$ cat src/rtl/riscv_imem_prefetch_pkg.sv
// riscv_imem_prefetch_pkg
//   Shared constants and helpers for the instruction-memory prefetch buffer.
//   Holds no types; the buffer entry layout stays local to the buffer itself.
//   Contents:
//     PARCEL_ALIGN_MASK : low address bits that must be zero for a fetch
//     is_aligned()      : true when a fetch address is parcel-aligned
package riscv_imem_prefetch_pkg;

  localparam logic [1:0] PARCEL_ALIGN_MASK = 2'b11;

  function automatic logic is_aligned(input logic [1:0] adr_lsb);
    return (adr_lsb & PARCEL_ALIGN_MASK) == 2'b00;
  endfunction

endpackage

$ cat src/rtl/riscv_imem_prefetch.sv
// riscv_imem_prefetch
//   In-order instruction prefetch buffer between the fetch stage and an
//   instruction memory with a req/gnt request phase and an in-order ack phase.
//   Ports:
//     clk, rstn                 : clock, asynchronous active-low reset
//     if_nxt_pc                 : fetch address offered by the core
//     if_stall_nxt_pc           : address not accepted this cycle
//     if_stall                  : core not consuming the head parcel
//     if_flush                  : drop all fetched and outstanding parcels
//     if_parcel/_pc/_valid      : head parcel data, address and valid
//     if_parcel_misaligned      : head address was not parcel-aligned
//     if_parcel_page_fault      : head response came back with an error
//     imem_req/imem_adr         : memory request and address
//     imem_gnt                  : request accepted this cycle
//     imem_ack/imem_q/imem_err  : in-order response, data and error
module riscv_imem_prefetch
  import riscv_imem_prefetch_pkg::*;
#(
  parameter int XLEN        = 32,
  parameter int PARCEL_SIZE = 32,
  parameter int DEPTH       = 4
) (
  input  logic                   clk,
  input  logic                   rstn,
  input  logic [XLEN-1:0]        if_nxt_pc,
  output logic                   if_stall_nxt_pc,
  input  logic                   if_stall,
  input  logic                   if_flush,
  output logic [PARCEL_SIZE-1:0] if_parcel,
  output logic [XLEN-1:0]        if_parcel_pc,
  output logic                   if_parcel_valid,
  output logic                   if_parcel_misaligned,
  output logic                   if_parcel_page_fault,
  output logic                   imem_req,
  output logic [XLEN-1:0]        imem_adr,
  input  logic                   imem_gnt,
  input  logic                   imem_ack,
  input  logic [PARCEL_SIZE-1:0] imem_q,
  input  logic                   imem_err
);

  localparam int PTR_W = $clog2(DEPTH);
  localparam int CNT_W = PTR_W + 1;

  typedef struct packed {
    logic [XLEN-1:0]        pc;
    logic [PARCEL_SIZE-1:0] parcel;
    logic                   filled;
    logic                   misaligned;
    logic                   page_fault;
  } entry_t;

  entry_t           r_mem [DEPTH];
  logic [PTR_W-1:0] r_rptr;
  logic [PTR_W-1:0] r_wptr;
  logic [CNT_W-1:0] r_alloc_cnt;
  logic [CNT_W-1:0] r_drop_cnt;

  logic             w_aligned;
  logic             w_full;
  logic             w_push;
  logic             w_pop;
  entry_t           w_head;
  logic [CNT_W-1:0] w_unfilled_cnt;
  logic             w_fill_hit;
  logic [PTR_W-1:0] w_fill_idx;
  logic             w_flush_dec;

  // Stale acks still in flight occupy slots too, so a flush cannot be used
  // to overrun the memory's response queue.
  assign w_aligned = is_aligned(if_nxt_pc[1:0]);
  assign w_full    = (r_alloc_cnt + r_drop_cnt) == CNT_W'(DEPTH);

  assign if_stall_nxt_pc = !rstn | w_full | if_flush | (w_aligned & !imem_gnt);
  assign imem_req        = rstn & !w_full & !if_flush & w_aligned;
  assign imem_adr        = if_nxt_pc;
  assign w_push          = !if_stall_nxt_pc;

  assign w_head               = r_mem[r_rptr];
  assign if_parcel            = w_head.parcel;
  assign if_parcel_pc         = w_head.pc;
  assign if_parcel_misaligned = w_head.misaligned;
  assign if_parcel_page_fault = w_head.page_fault;
  assign if_parcel_valid      = w_head.filled & !if_flush;
  assign w_pop                = if_parcel_valid & !if_stall;

  // Misaligned entries are filled at allocation, so every allocated unfilled
  // entry is an aligned request still owed an ack. Responses return in order,
  // hence the oldest such entry (searching from the head) takes the next ack.
  always_comb begin
    logic [PTR_W-1:0] v_idx;
    w_unfilled_cnt = '0;
    w_fill_hit     = 1'b0;
    w_fill_idx     = '0;
    for (int i = 0; i < DEPTH; i++) begin
      v_idx = r_rptr + PTR_W'(i);
      if ((CNT_W'(i) < r_alloc_cnt) && !r_mem[v_idx].filled) begin
        w_unfilled_cnt = w_unfilled_cnt + CNT_W'(1);
        if (!w_fill_hit) begin
          w_fill_hit = 1'b1;
          w_fill_idx = v_idx;
        end
      end
    end
  end

  // An ack arriving in the flush cycle retires one owed response, but only
  // if one is actually owed; a spurious ack must not underflow the count.
  assign w_flush_dec = imem_ack & ((r_drop_cnt != '0) | (w_unfilled_cnt != '0));

  always_ff @(posedge clk or negedge rstn) begin
    if (!rstn) begin
      for (int i = 0; i < DEPTH; i++) r_mem[i] <= '0;
      r_rptr      <= '0;
      r_wptr      <= '0;
      r_alloc_cnt <= '0;
      r_drop_cnt  <= '0;
    end else if (if_flush) begin
      for (int i = 0; i < DEPTH; i++) r_mem[i].filled <= 1'b0;
      r_rptr      <= '0;
      r_wptr      <= '0;
      r_alloc_cnt <= '0;
      r_drop_cnt  <= r_drop_cnt + w_unfilled_cnt - CNT_W'(w_flush_dec);
    end else begin
      if (imem_ack) begin
        if (r_drop_cnt != '0) begin
          r_drop_cnt <= r_drop_cnt - CNT_W'(1);
        end else if (w_fill_hit) begin
          r_mem[w_fill_idx].parcel     <= imem_q;
          r_mem[w_fill_idx].page_fault <= imem_err;
          r_mem[w_fill_idx].filled     <= 1'b1;
        end
      end
      if (w_pop) begin
        r_mem[r_rptr].filled <= 1'b0;
        r_rptr               <= r_rptr + PTR_W'(1);
      end
      if (w_push) begin
        r_mem[r_wptr] <= '{pc:         if_nxt_pc,
                           parcel:     '0,
                           filled:     !w_aligned,
                           misaligned: !w_aligned,
                           page_fault: 1'b0};
        r_wptr        <= r_wptr + PTR_W'(1);
      end
      r_alloc_cnt <= r_alloc_cnt + CNT_W'(w_push) - CNT_W'(w_pop);
    end
  end

endmodule

$ cat config.mk
export PLATFORM = sky130hd
export DESIGN_NAME = riscv_imem_prefetch
export DESIGN_NICKNAME = d
export VERILOG_FILES = /design/src/rtl/riscv_imem_prefetch_pkg.sv /design/src/rtl/riscv_imem_prefetch.sv
export SDC_FILE = /design/constraint.sdc
export NUM_CORES = 1
export LEC_CHECK = 0
export BUFFER_PORTS_ARGS = -buffer_cell sky130_fd_sc_hd__buf_2
export CAP_MARGIN = 20
export CORE_MARGIN = 5
export CORE_UTILIZATION = 45
export DETAILED_ROUTE_END_ITERATION = 10
export PLACE_DENSITY = 0.64
export SLEW_MARGIN = 0
export SYNTH_ARGS = -nofsm -noshare
export SYNTH_HDL_FRONTEND = slang
export SYNTH_SLANG_ARGS = --single-unit
$ cat constraint.sdc
create_clock -name clk -period 13.7 [get_ports clk]
set_input_delay 2.055 -clock clk [delete_from_list [all_inputs] [get_ports clk]]
set_output_delay 2.055 -clock clk [all_outputs]
set_load 0.05 [all_outputs]
==> flow_summary.rst <==
.. list-table::
   :header-rows: 1

   * - Metric
     - Value
   * - Reported leakage power
     - ~0.0074 uW
   * - Wire length after detailed routing
     - between 40,000 and 50,000 microns
   * - Chip Height
     - 192 microns
   * - Highest fanout seen on the critical path
     - 120
   * - Share of the cycle needed by the critical path after routing
     - 45.2%
   * - Sequential element share of the synthesized area
     - 46.7%
   * - Count of antenna-violating nets left after detailed routing
     - 0
   * - Highest achievable clock rate
     - roughly 0.16 GHz
   * - Clock edge transition at the registers on the reported setup and hold paths
     - about 0.05 ns
   * - Wire length of the first global-routing pass
     - roughly 67,000 microns
   * - Synthesized flop and latch total
     - roughly 280
   * - Pre-Repair DR Iteration Count
     - 5
   * - Aggregate global-route resource usage
     - between 20% and 30%
   * - Count of mapped cells out of synthesis
     - around 1,400
   * - Fin. Hold Viols
     - 0
   * - Path type of the worst min-delay path
     - flop to flop
   * - Sw Ratio
     - a little under half
   * - Final setup vio count
     - 0
   * - Number of sinks driven by the clock tree
     - roughly 280
   * - CTS H-tree depth
     - 2
   * - Max-cap violation count
     - 0
   * - Xor and xnor fraction of the mapped netlist area
     - less than 1%
   * - Synthesized area per cell
     - ~10 sq um
   * - Cell-by-cell listing of the critical path
     - buf_8 > nand2b_1 > a311oi_2 > inv_1 > buf_2
   * - Relative slew slack
     - between 30% and 40%
   * - Die width
     - 192 microns
   * - Detailed Route Iter0 Violations
     - 1,117
   * - Effective utilization at floorplan
     - 45.7%
   * - Number of gates resized after CTS
     - 0
   * - Routed via count divided by cell count
     - 5.96
   * - Worst setup path category
     - primary input to output pin
   * - Net switching component of the power
     - ~1900 uW
   * - Synthesized cell area
     - about 15,000 sq um
   * - Number of global-route vias before repair
     - approximately 12,000
   * - Cell at the slowest stage of the critical path
     - sky130_fd_sc_hd__a311oi_2
   * - Largest family of logic cells by synthesized area
     - simple AND/OR/NAND/NOR gates
   * - Synth Net Count
     - approximately 1,500
   * - Area fraction in compound gates after synthesis
     - 9.52%
   * - WP data arrival
     - ~4.1 ns
   * - Internal power component
     - between 2000 and 2500 uW
   * - Worst VDD drop
     - 0.406 mV
   * - Proportion of synthesized area in mux cells
     - between 10% and 20%
   * - Global route total overflow
     - 0
   * - Routed via count
     - roughly 12,000
   * - Quantity of I/O buffers inserted on ports
     - approximately 170
   * - Fraction of power consumed by combinational cells
     - between 40% and 50%
   * - Delay of the slowest critical-path stage
     - between 0.8 and 0.9 ns
   * - Final Slew Violations
     - 0
   * - Final routed DRC violation total
     - 0
   * - Final #Nets
     - approximately 1,600
   * - Predominant post-synthesis flop cell
     - sky130_fd_sc_hd__dfrtp_1
   * - Largest buffer count on any clock path
     - 3
   * - Status
     - finished clean
   * - Most common cell after layout, fill and taps aside
     - sky130_fd_sc_hd__nand2_1
   * - Final setup TNS
     - 0 ns
   * - Clock skew after layout
     - ~0.02 ns
   * - Synthesized-area fraction occupied by adder cells
     - around 2.4%
   * - Hold-fix buffer count after cts
     - 0
   * - WL per Instance
     - about 21 microns
   * - Setup repair after global routing missed its margin
     - no
   * - Overall power
     - ~4000 uW
   * - Core ar.
     - ~33,000 sq um
   * - Number of warnings printed during yosys synthesis
     - 0
   * - Count of standard-cell rows
     - 66
   * - Critical path data required time
     - around 12 ns
   * - Commonest cells after routing, fill and taps aside
     - sky130_fd_sc_hd__nand2_1 (340), sky130_fd_sc_hd__dfrtp_1 (276), sky130_fd_sc_hd__buf_2 (169)
   * - Buffer count from post-CTS setup fixing
     - 0
   * - Async SR Flop Fraction
     - 100%
   * - Worst Max-Slew Pin Slew
     - roughly 1.0 ns
   * - Number of ports placed on the die boundary
     - about 170
   * - CTS tree
     - yes
   * - TritonCTS buffer count
     - 34
   * - Pin count of the biggest net entering global routing
     - 162
   * - Ratio of total power to cell area
     - 245 nW/um^2
   * - Part of the total power dissipated in the clock network
     - 20.6%
   * - Sequential fraction of design power
     - between 30% and 40%
   * - Area enclosed by the die boundary
     - approximately 37,000 sq um
   * - Synth-to-layout area growth
     - 12.2%
   * - Antenna violations before repair
     - 2
   * - Detailed Place HPWL
     - 22,700 microns
   * - Number of filler cells placed in the layout
     - about 3,000
   * - Clock latency on the worst-skew pair
     - around 0.5 ns
   * - Fraction of layout instances using a drive strength above 1
     - between 20% and 30%
   * - Number of diodes added for antenna fixing
     - 0
   * - Number of enable flip-flop cells after synthesis
     - 0
   * - Final critical-path required period
     - around 6.2 ns
   * - Crit path capture type
     - output pin
   * - Final weighted congestion of routability-driven global placement
     - between 0.7 and 0.8
   * - Crit start category
     - primary input
   * - Area fraction in and, or, nand and nor cells after synthesis
     - a little under a fifth
   * - Count of unique library cells instantiated by Yosys
     - 56
   * - Root Buffer
     - sky130_fd_sc_hd__clkbuf_16
==> cell usage after synthesis (all sizes together) (2+ instances only) <==
cell / n / area share, %
and2: 2 / 0.084
nor2b: 6 / 0.25
a31o: 2 / 0.12
nand3b: 2 / 0.10
mux2: 68 / 5.1
clkbuf: 65 / 1.7
o31ai: 2 / 0.10
nand3: 70 / 2.3
mux4: 68 / 10
xnor3: 2 / 0.30
nor2: 77 / 1.9
or2: 2 / 0.084
o2bb2ai: 2 / 0.12
a211oi: 2 / 0.27
inv: 21 / 0.53
fa: 3 / 0.40
nand2: 344 / 8.7
or3: 2 / 0.084
o21ai: 7 / 0.26
dfrtp: 278 / 47
o22ai: 70 / 3.0
a21oi: 8 / 0.29
a2111oi: 2 / 0.13
nor3: 4 / 0.21
o31a: 2 / 0.12
buf: 99 / 4.2
o211ai: 3 / 0.22
o311ai: 66 / 3.9
xnor2: 5 / 0.29
a21o: 3 / 0.15
o22a: 2 / 0.12
ha: 24 / 2.0
nand2b: 37 / 1.6
xor2: 2 / 0.12
mux2i: 9 / 0.60
nand4: 67 / 2.8
o311a: 2 / 0.13
a31oi: 6 / 0.34
==> metrics by stage <==
step           utilization [%]  cell area (sq um)  hold WS, ns  cells  setup WS [ns]
3_3_place_gp              48.1              15700        0.452   1911           7.49
4_1_cts                   51.3              16700        0.471   1964           7.44
6_report                  51.3              16700        0.467   1964           7.51
5_1_grt                   51.3              16700        0.488   1964           7.15
2_1_floorplan                -              14900        0.440   1443           7.47
3_5_place_dp              48.1              15700        0.457   1911           7.45
==> per-layer routing <==
layer  share of wire, %  global-route usage (%)  vias up
met3                7.2                    4.40       73
met5              0.048                       0        -
li1                   -                       -     5275
met2                 47                    36.0      463
met1                 44                    32.1     5888
met4                2.4                    6.25        4
==> worst max-delay path, delay by kind of cell <==
family,cells,cell delay (ns)
simple gates,1,0.14
buf+inv,3,1.03
compound gates,1,0.84
==> cell families (layout without fill, tap and decap cells) <==
logic type,count (synthesis),in the layout
adders and majority gates,27,27
and+or+nand+nor,616,616
xor gates and xnor gates,9,9
buffers and inverters,185,264
DFF,278,278
AOI/OAI and AO/OA,183,183
muxes,145,145
==> cell type report <==
| type | instances | area, sq um | share of cell area, % |
|---|---|---|---|
| clock buffers | 48 | 1000 | 6.01 |
| clock inverters | 5 | 31.3 | 0.187 |
| inverters | 21 | 78.8 | 0.471 |
| multi-input cells | 980 | 7070 | 42.3 |
| flip-flops and latches | 278 | 6960 | 41.6 |
| well taps | 442 | 553 | 3.31 |
| repair buffers | 190 | 1020 | 6.12 |
==> sequential cells by signal, summed over array words and instances (netlist names) <==
signal	count
r_rptr	2
r_drop_cnt	3
r_alloc_cnt	3
r_mem	268
r_wptr	2
==> worst paths after layout <==
path / start / to / depth (start not counted) / slack, ns
max reg2reg: r_rptr[1] / r_mem[134] / 14 / 7.74
min: r_mem[106] / r_mem[106] / 2 / 0.47
min in group asynchronous: rstn / r_mem[189] / 1 / 1.64
max: rstn / if_stall_nxt_pc / 5 / 7.51
min reg2reg: r_mem[106] / r_mem[106] / 2 / 0.47
max in group asynchronous: rstn / r_rptr[0] / 2 / 10.57
==> power groups by stage <==
stage / clock [uW] / combinational, uW / sequential [uW]
after global placement: 0 / 1970 / 1260
after floorplan: 0 / 1590 / 1210
after detailed placement: 0 / 1980 / 1270
final: 844 / 1990 / 1260
after CTS: 860 / 1990 / 1260
after global routing: 894 / 2140 / 1290
Power figures use the tool's default switching activity.
